`src/rtl/tap_mux_if.sv`:
```
// tap_mux_if: lane bus, controls and results of tap_mux_seq.
// The hold signal exists only when TAP_MUX_HOLD_EN is defined.
interface tap_mux_if #(
    parameter int WIDTH  = 8,
    parameter int NUM_IN = 4
);
    localparam int SEL_W = $clog2(NUM_IN);
    logic [NUM_IN*WIDTH-1:0] in_bus;
    logic                    mode;
    logic [SEL_W-1:0]        select;
    logic                    start;
`ifdef TAP_MUX_HOLD_EN
    logic                    hold;
`endif
    logic [WIDTH-1:0]        out;
    logic                    out_valid;
    logic [SEL_W-1:0]        out_idx;
    logic                    out_last;
    logic                    busy;
`ifdef TAP_MUX_HOLD_EN
    modport master (output in_bus, mode, select, start, hold,
                    input  out, out_valid, out_idx, out_last, busy);
    modport slave  (input  in_bus, mode, select, start, hold,
                    output out, out_valid, out_idx, out_last, busy);
`else
    modport master (output in_bus, mode, select, start,
                    input  out, out_valid, out_idx, out_last, busy);
    modport slave  (input  in_bus, mode, select, start,
                    output out, out_valid, out_idx, out_last, busy);
`endif
endinterface

```
`src/rtl/tap_mux_seq.sv`:
```
// tap_mux_seq: N:1 registered tap mux with direct select or a lane-walking sequence mode.
// Optional sequencer freeze via TAP_MUX_HOLD_EN.
module tap_mux_seq #(
    parameter int WIDTH  = 8,
    parameter int NUM_IN = 4
) (
    input logic      clk,
    input logic      rst,
    tap_mux_if.slave bus
);
    localparam int SEL_W = $clog2(NUM_IN);
    localparam logic [SEL_W-1:0] LAST_IDX = SEL_W'(NUM_IN - 1);

    typedef enum logic {IDLE, RUN} state_t;

    state_t           state_q, state_d;
    logic [WIDTH-1:0] out_q, out_d;
    logic             valid_q, valid_d, last_q, last_d;
    logic [SEL_W-1:0] idx_q, idx_d, nxt_idx;
    logic             hold_w;
    logic [WIDTH-1:0] lanes [2**SEL_W];

    // Pad to a power of two so any select value indexes a real entry.
    genvar g;
    for (g = 0; g < 2**SEL_W; g++) begin : g_lane
        if (g < NUM_IN) begin : g_in
            assign lanes[g] = bus.in_bus[g*WIDTH +: WIDTH];
        end else begin : g_pad
            assign lanes[g] = '0;
        end
    end

`ifdef TAP_MUX_HOLD_EN
    assign hold_w = bus.hold;
`else
    assign hold_w = 1'b0;
`endif

    assign nxt_idx = idx_q + 1'b1;

    always_comb begin
        state_d = state_q;
        out_d   = out_q;
        idx_d   = idx_q;
        valid_d = 1'b0;
        last_d  = 1'b0;
        if (state_q == IDLE) begin
            if (!bus.mode) begin
                idx_d   = bus.select;
                valid_d = 32'(bus.select) < NUM_IN;
                out_d   = valid_d ? lanes[bus.select] : '0;
            end else if (bus.start) begin
                state_d = RUN;
                idx_d   = '0;
                out_d   = lanes[0];
                valid_d = 1'b1;
            end
        end else if (hold_w) begin
            last_d = last_q;
        end else if (idx_q != LAST_IDX) begin
            idx_d   = nxt_idx;
            out_d   = lanes[nxt_idx];
            valid_d = 1'b1;
            last_d  = nxt_idx == LAST_IDX;
        end else if (bus.start && bus.mode) begin
            // Chained restart: lane 0 follows the last beat with no bubble.
            idx_d   = '0;
            out_d   = lanes[0];
            valid_d = 1'b1;
        end else begin
            state_d = IDLE;
        end
    end

    always_ff @(posedge clk or posedge rst) begin
        if (rst) begin
            state_q <= IDLE;
            out_q   <= '0;
            valid_q <= 1'b0;
            last_q  <= 1'b0;
            idx_q   <= '0;
        end else begin
            state_q <= state_d;
            out_q   <= out_d;
            valid_q <= valid_d;
            last_q  <= last_d;
            idx_q   <= idx_d;
        end
    end

    assign bus.out       = out_q;
    assign bus.out_valid = valid_q;
    assign bus.out_idx   = idx_q;
    assign bus.out_last  = last_q;
    assign bus.busy      = state_q == RUN;
endmodule

```
`src/flat_wrapper.sv`:
```
// flat-port wrapper written by rule: the top's interface ports become plain ports
module tap_mux_seq_flat 
#(
    parameter int WIDTH  = 8,
    parameter int NUM_IN = 4
)
  (clk, rst, bus_in_bus, bus_mode, bus_select, bus_start, bus_out, bus_out_valid, bus_out_idx, bus_out_last, bus_busy);
  tap_mux_if #(.WIDTH(WIDTH), .NUM_IN(NUM_IN)) bus_i ();
  input logic clk;
  input logic rst;
  input wire logic [$bits(bus_i.in_bus)-1:0] bus_in_bus;
  input wire logic [$bits(bus_i.mode)-1:0] bus_mode;
  input wire logic [$bits(bus_i.select)-1:0] bus_select;
  input wire logic [$bits(bus_i.start)-1:0] bus_start;
  output wire logic [$bits(bus_i.out)-1:0] bus_out;
  output wire logic [$bits(bus_i.out_valid)-1:0] bus_out_valid;
  output wire logic [$bits(bus_i.out_idx)-1:0] bus_out_idx;
  output wire logic [$bits(bus_i.out_last)-1:0] bus_out_last;
  output wire logic [$bits(bus_i.busy)-1:0] bus_busy;
  assign bus_i.in_bus = bus_in_bus;
  assign bus_i.mode = bus_mode;
  assign bus_i.select = bus_select;
  assign bus_i.start = bus_start;
  assign bus_out = bus_i.out;
  assign bus_out_valid = bus_i.out_valid;
  assign bus_out_idx = bus_i.out_idx;
  assign bus_out_last = bus_i.out_last;
  assign bus_busy = bus_i.busy;
  tap_mux_seq #(.WIDTH(WIDTH), .NUM_IN(NUM_IN)) u_core (.clk(clk), .rst(rst), .bus(bus_i));
endmodule
```
`config.mk`:
```
export PLATFORM = sky130hd
export DESIGN_NAME = tap_mux_seq_flat
export DESIGN_NICKNAME = d
export VERILOG_FILES = /design/src/rtl/tap_mux_if.sv /design/src/rtl/tap_mux_seq.sv /design/src/flat_wrapper.sv
export SDC_FILE = /design/constraint.sdc
export NUM_CORES = 1
export LEC_CHECK = 0
export ABC_AREA = 1
export CAP_MARGIN = 20
export CORE_MARGIN = 4
export CORE_UTILIZATION = 48
export DETAILED_ROUTE_END_ITERATION = 6
export PLACE_DENSITY = 0.86
export SLEW_MARGIN = 5
export SYNTH_ARGS = -nofsm -noshare
export SYNTH_HDL_FRONTEND = slang
export SYNTH_SLANG_ARGS = --single-unit
```
`constraint.sdc`:
```
create_clock -name clk -period 2.8 [get_ports clk]
set_input_delay 0.28 -clock clk [delete_from_list [all_inputs] [get_ports clk]]
set_output_delay 0.28 -clock clk [all_outputs]
set_load 0.01 [all_outputs]
```
==> metrics.cfg, run 1 <==
[logic_synthesis]
yosysTopAreaCellShare_pct=34.3
synth_top_area_cell=nand2_1
synthSimpleGateAreaFrac_pct=54.6
synthesis.nets=273
synth.avg_cell_area_um2=5.95
syn_area_um2=1380
synth_cells=232
synth_common_cells=126 x nand2_1, 19 x inv_1, 16 x a21oi_1, 16 x nand3_1, 13 x dfrtp_1
synth_edf_count=0
synth_ff_type=dfrtp_1
ys_seq_elements=13
synthMuxAreaShare_pct=0
yosys.area_share.adder_pct=2.72
synthArstFlopShare_pct=100
ys_types=24
synth_xor_area_share_pct=0
yosys_warnings=0
synth_top_family_by_area=simple AND/OR/NAND/NOR gates
ys_seq_area_share_pct=23.6
synth_compound_area_share_pct=7.62
ys_top_cells_by_area=nand2_1 34%, dfrtp_1 24%, nand3_2 6.5%
yosys.cell_count.top_type=nand2_1

[timing]
drv_slew=0
setup_tns_ns=0
setup_viol=0
period_minus_slack_ns=1.86
rsz0062_at_grt=no
maxSlewHeadroom_pct=65.9
worst_pin_slew_ns=0.511
skew_ns=0.00562
fmax_mhz=537
finalHoldViolCount=0
period_share_pct=66.6

[critical_path]
regToRegStartpoint=u_core.bus.out_idx[0]
worstPathRequired_ns=3.02
cp_max_fo=17
cp-start-kind=register
crit_path_end_kind=register
critPathKind=register to register
worstRegToRegCells=10
rrSetupSlack_ns=0.94
reg2reg_to=u_core.bus.out[0]
crit_arrival_ns=2.08
worstSetupStartpoint=u_core.bus.out_idx[0]

[grt]
grt_max_degree=22
grt_pass1_vias=1555
grt_util_all_layers_pct=23.3
antenna_found_initial=0
grt_first_pass_wirelength_um=6550
grt_overflow=0

[clocking]
cts_hold_buf=0
cts_setup_buffers=0
clk-insertion-delay-late_ns=0.28
cts_tree=built
cts-root-buf=clkbuf_4
htree_levels=1
clock-sinks=13
numCtsBuffers=3
cts_resized=0
cts.reportedPaths.clkPinSlew_ns=0.09
clockBufferDepth=2

[run_status]
outcome=finished, final reports clean

[floorplanning]
die_y_um=61.6
die_area_um2=3800
start_util_pct=50.0
core_area_um2=2760
die_w_um=61.6
fp-row-count=19
ios=51

[drt]
dr_wl_met2_um=1910
routed_wl_um=3990
firstDrtPassIters=4
drt_iter0_drc=69
antenna_left=0
routedWlPerCell_um=12.8
via_per_inst=5.15
drt-met1-wl_um=1630
wl_met3_um=393
drc=0
vias=1607
highest_layer=met4

[placed_design]
dp_hpwl_um=2960
routabilityCongestion=0.822
port_buffers=50

[power_and_ir_drop]
power.switching_uw=952
internal-power_uw=908
p_leak_nw=1.01
ir_worst_vdd_v=0.000893
pwr-share-seq_pct=20.4
power_frac_comb_pct=73.0
p_clk_share_pct=6.6
finalPower_mw=1.86
swShare_pct=51.2
powerDensity_nw_per_um2=979

[layout]
final.fill_count=255
layout.nets=323
seqCellArea_um2=325
antenna_cells=0
drive_gt1_share_pct=11.7
area_growth_pct=37.6
multi_input_area_um2=896

[worst_hold_path]
min_path_type=input pin to async pin

[flow_run]
maxCapViolCount=0

[kinds of logic (layout without fill, tap and decap cells)]
kind of cell    Yosys count  in the layout
simple gates            165            165
compound gates           19             19
fa+ha+maj                 3              3
flops                    13             13
buf+inv                  32             81
[worst max-delay path by stage]
| stage | end | slack, ns | depth (start not counted) |
|---|---|---|---|
| detailed placement | u_core.bus.out[3] | 0.97 | 10 |
| CTS | u_core.bus.out[3] | 0.94 | 10 |
| floorplan | u_core.bus.out[0] | 0.99 | 13 |
| global placement | u_core.bus.out[5] | 1.04 | 10 |
| finish | u_core.bus.out[0] | 0.94 | 10 |
| global route | u_core.bus.out[7] | 0.78 | 10 |
[flip-flops by register name (all words and copies together) (netlist names)]
signal	flops
u_core.bus.out	8
u_core.bus.out_valid	1
u_core.bus.out_idx	2
u_core.bus.out_last	1
u_core.bus.busy	1
[power by group through the flow]
stage	Sequential (mW)	Clock, mW	Combinational (mW)
after floorplan	0.394	0	0.944
after global placement	0.380	0	1.31
after detailed placement	0.383	0	1.35
after CTS	0.379	0.120	1.36
after global routing	0.391	0.125	1.55
final	0.380	0.122	1.36
[critical path: stages (launching register included)]
cell and delay, ns:
dfrtp_1 0.43, inv_6 0.11, ha_1 0.60, inv_2 0.20
nand3_1 0.13, nand2_1 0.06, nand2_1 0.06, nand2_1 0.05
nand2_1 0.05, nand2_1 0.04, nand2_1 0.06
[metrics by stage]
step	cells	utilization, %	setup slack, ns	cell area, um^2	hold slack (ns)
2_1_floorplan	232	-	0.988	1380	0.157
3_3_place_gp	308	67.9	1.04	1870	0.463
3_5_place_dp	308	67.9	0.965	1870	0.471
4_1_cts	312	68.9	0.942	1900	0.340
5_1_grt	312	68.9	0.782	1900	0.378
6_report	312	68.9	0.936	1900	0.320
[placed cells by master, fill, tap and decap left out, drive strengths merged]
cell type      instances
a21oi                 16
buf                    1
clkbuf                 4
clkdlybuf4s50         50
dfrtp                 13
ha                     3
inv                   26
nand2                135
nand3                 26
nand3b                 1
nor2                   2
o211ai                 1
o21ai                  1
o221ai                 1
or2                    1
[routing by layer]
layer	up-vias	GRT usage (%)
li1	815	-
met1	705	29.2
met2	79	39.3
met3	8	3.14
met4	0	10.6
met5	-	0
[layout make-up]
cell class                 count  share of cell area [%]
multi-input combinational    187                    47.2
tap                           31                    2.04
timing repair buffer          51                    26.7
inverter                      26                    5.53
clock buffer                   4                    1.38
sequential                    13                    17.1
(Power assumes the default switching activity.)
==> run 2: changes to the inputs <==
Settings changed: CORE_UTILIZATION 48 to 40, PLACE_DENSITY 0.86 to 0.76.
Clock period 2.8 ns to 1.7 ns, I/O delays scaled along.
==> metrics.cfg, run 2 (synthesized netlist as in run 1, its figures left out) <==
[grt]
grt_max_degree=17
grt_first_pass_wirelength_um=6570
grt_overflow=0
antenna_found_initial=0
grt_pass1_vias=1531
grt_util_all_layers_pct=19.1

[timing]
period_minus_slack_ns=1.55
setup_tns_ns=0
skew_ns=0.00594
maxSlewHeadroom_pct=68.0
setup_viol=0
rsz0062_at_grt=no
fmax_mhz=647
finalHoldViolCount=0
period_share_pct=90.9
worst_pin_slew_ns=0.480
drv_slew=0

[clocking]
cts-root-buf=clkbuf_4
htree_levels=1
cts_tree=built
cts_setup_buffers=0
cts_hold_buf=0
cts.reportedPaths.clkPinSlew_ns=0.08
clock-sinks=13
cts_resized=0
clk-insertion-delay-late_ns=0.29
numCtsBuffers=3
clockBufferDepth=2

[placed_design]
placed_area_um2=1950
dp_hpwl_um=2990
port_buffers=50
routabilityCongestion=0.829

[floorplanning]
die_w_um=66.7
fp-row-count=21
die_y_um=66.7
core_area_um2=3340
start_util_pct=41.4
die_area_um2=4450
ios=51

[layout]
drive_gt1_share_pct=14.0
largest_reg_flops=8
mostFrequentLayoutCells=126 x nand2_1, 50 x clkdlybuf4s50_1, 18 x inv_1, 16 x nand3_1, 16 x a21oi_1
antenna_cells=0
layout.nets=328
area_growth_pct=43.0
fin_area_um2=1970
final_common_cell=nand2_1
final.fill_count=325

[critical_path]
cp_top_family=buffers and inverters
critPathBufInv=1
cp-start-kind=register
cp_max_fo=5
crit_chain=clkdlybuf4s50_1
slowest_delay_ns=0.60
crit_arrival_ns=1.38
crit_path_end_kind=output pin
worstPathRequired_ns=1.53
critPathKind=register to output pin
cp_slowest_cell=clkdlybuf4s50_1

[power_and_ir_drop]
p_leak_nw=1.03
ir_worst_vdd_v=0.000594
powerDensity_nw_per_um2=1630
finalPower_mw=3.21

[drt]
vias=1555
drt_iter0_drc=75
routed_wl_um=3800
firstDrtPassIters=4
routedWlPerCell_um=11.5
via_per_inst=4.68
antenna_left=0
drc=0

[run_status]
outcome=finished, final reports clean

[worst_hold_path]
min_path_type=input pin to async pin

[flow_run]
maxCapViolCount=0

[run 2: worst paths after layout]
kind / startpoint / end / slack [ns] / cells past startpoint
max in group asynchronous: rst / u_core.bus.out[1] / 1.18 / 2
min in group clk: u_core.bus.out[6] / u_core.bus.out[6] / 0.48 / 2
min reg2reg: u_core.bus.out[6] / u_core.bus.out[6] / 0.48 / 2
max reg2reg: u_core.bus.out_idx[0] / u_core.bus.out[1] / 0.18 / 8
max: u_core.bus.out_idx[0] / bus_out_idx[0] / 0.15 / 1
min: rst / u_core.bus.out[4] / 0.19 / 2
[run 2: area by class of cell]
class                           count  area (um^2)  share of cell area, %
Clock buffer                        4         26.3                   1.33
Inverter                           26          110                   5.58
Multi-Input combinational cell    187          908                   46.0
Sequential cell                    13          325                   16.5
Tap cell                           46         57.6                   2.92
Timing Repair Buffer               56          546                   27.6
[run 2: where the power goes]
group          internal, mW  switching [mW]  leakage, nW  total (mW)
clock network        0.0914           0.104       0.0150       0.196
registers             0.477           0.126        0.155       0.603
logic                  1.06            1.35        0.864        2.41
total                  1.63            1.58         1.03        3.21
[run 2: per-layer routing]
metal / global-route usage, % / wire (um) / vias up
li1: - / - / 833
met1: 22.1 / 1640 / 663
met2: 34.5 / 1850 / 54
met3: 3.20 / 261 / 5
met4: 7.61 / 51 / 0
met5: 0 / 0 / -
[run 2: through the flow]
stage,instances,utilization [%],setup WS [ns],hold slack [ns]
final,332,59.1,0.154,0.195
after CTS,332,59.1,0.135,0.210
after detailed placement,328,58.3,0.136,0.464
after global placement,328,58.3,0.148,0.462
after floorplan,232,-,0.0293,0.0470
after global routing,332,59.1,0.0285,0.253
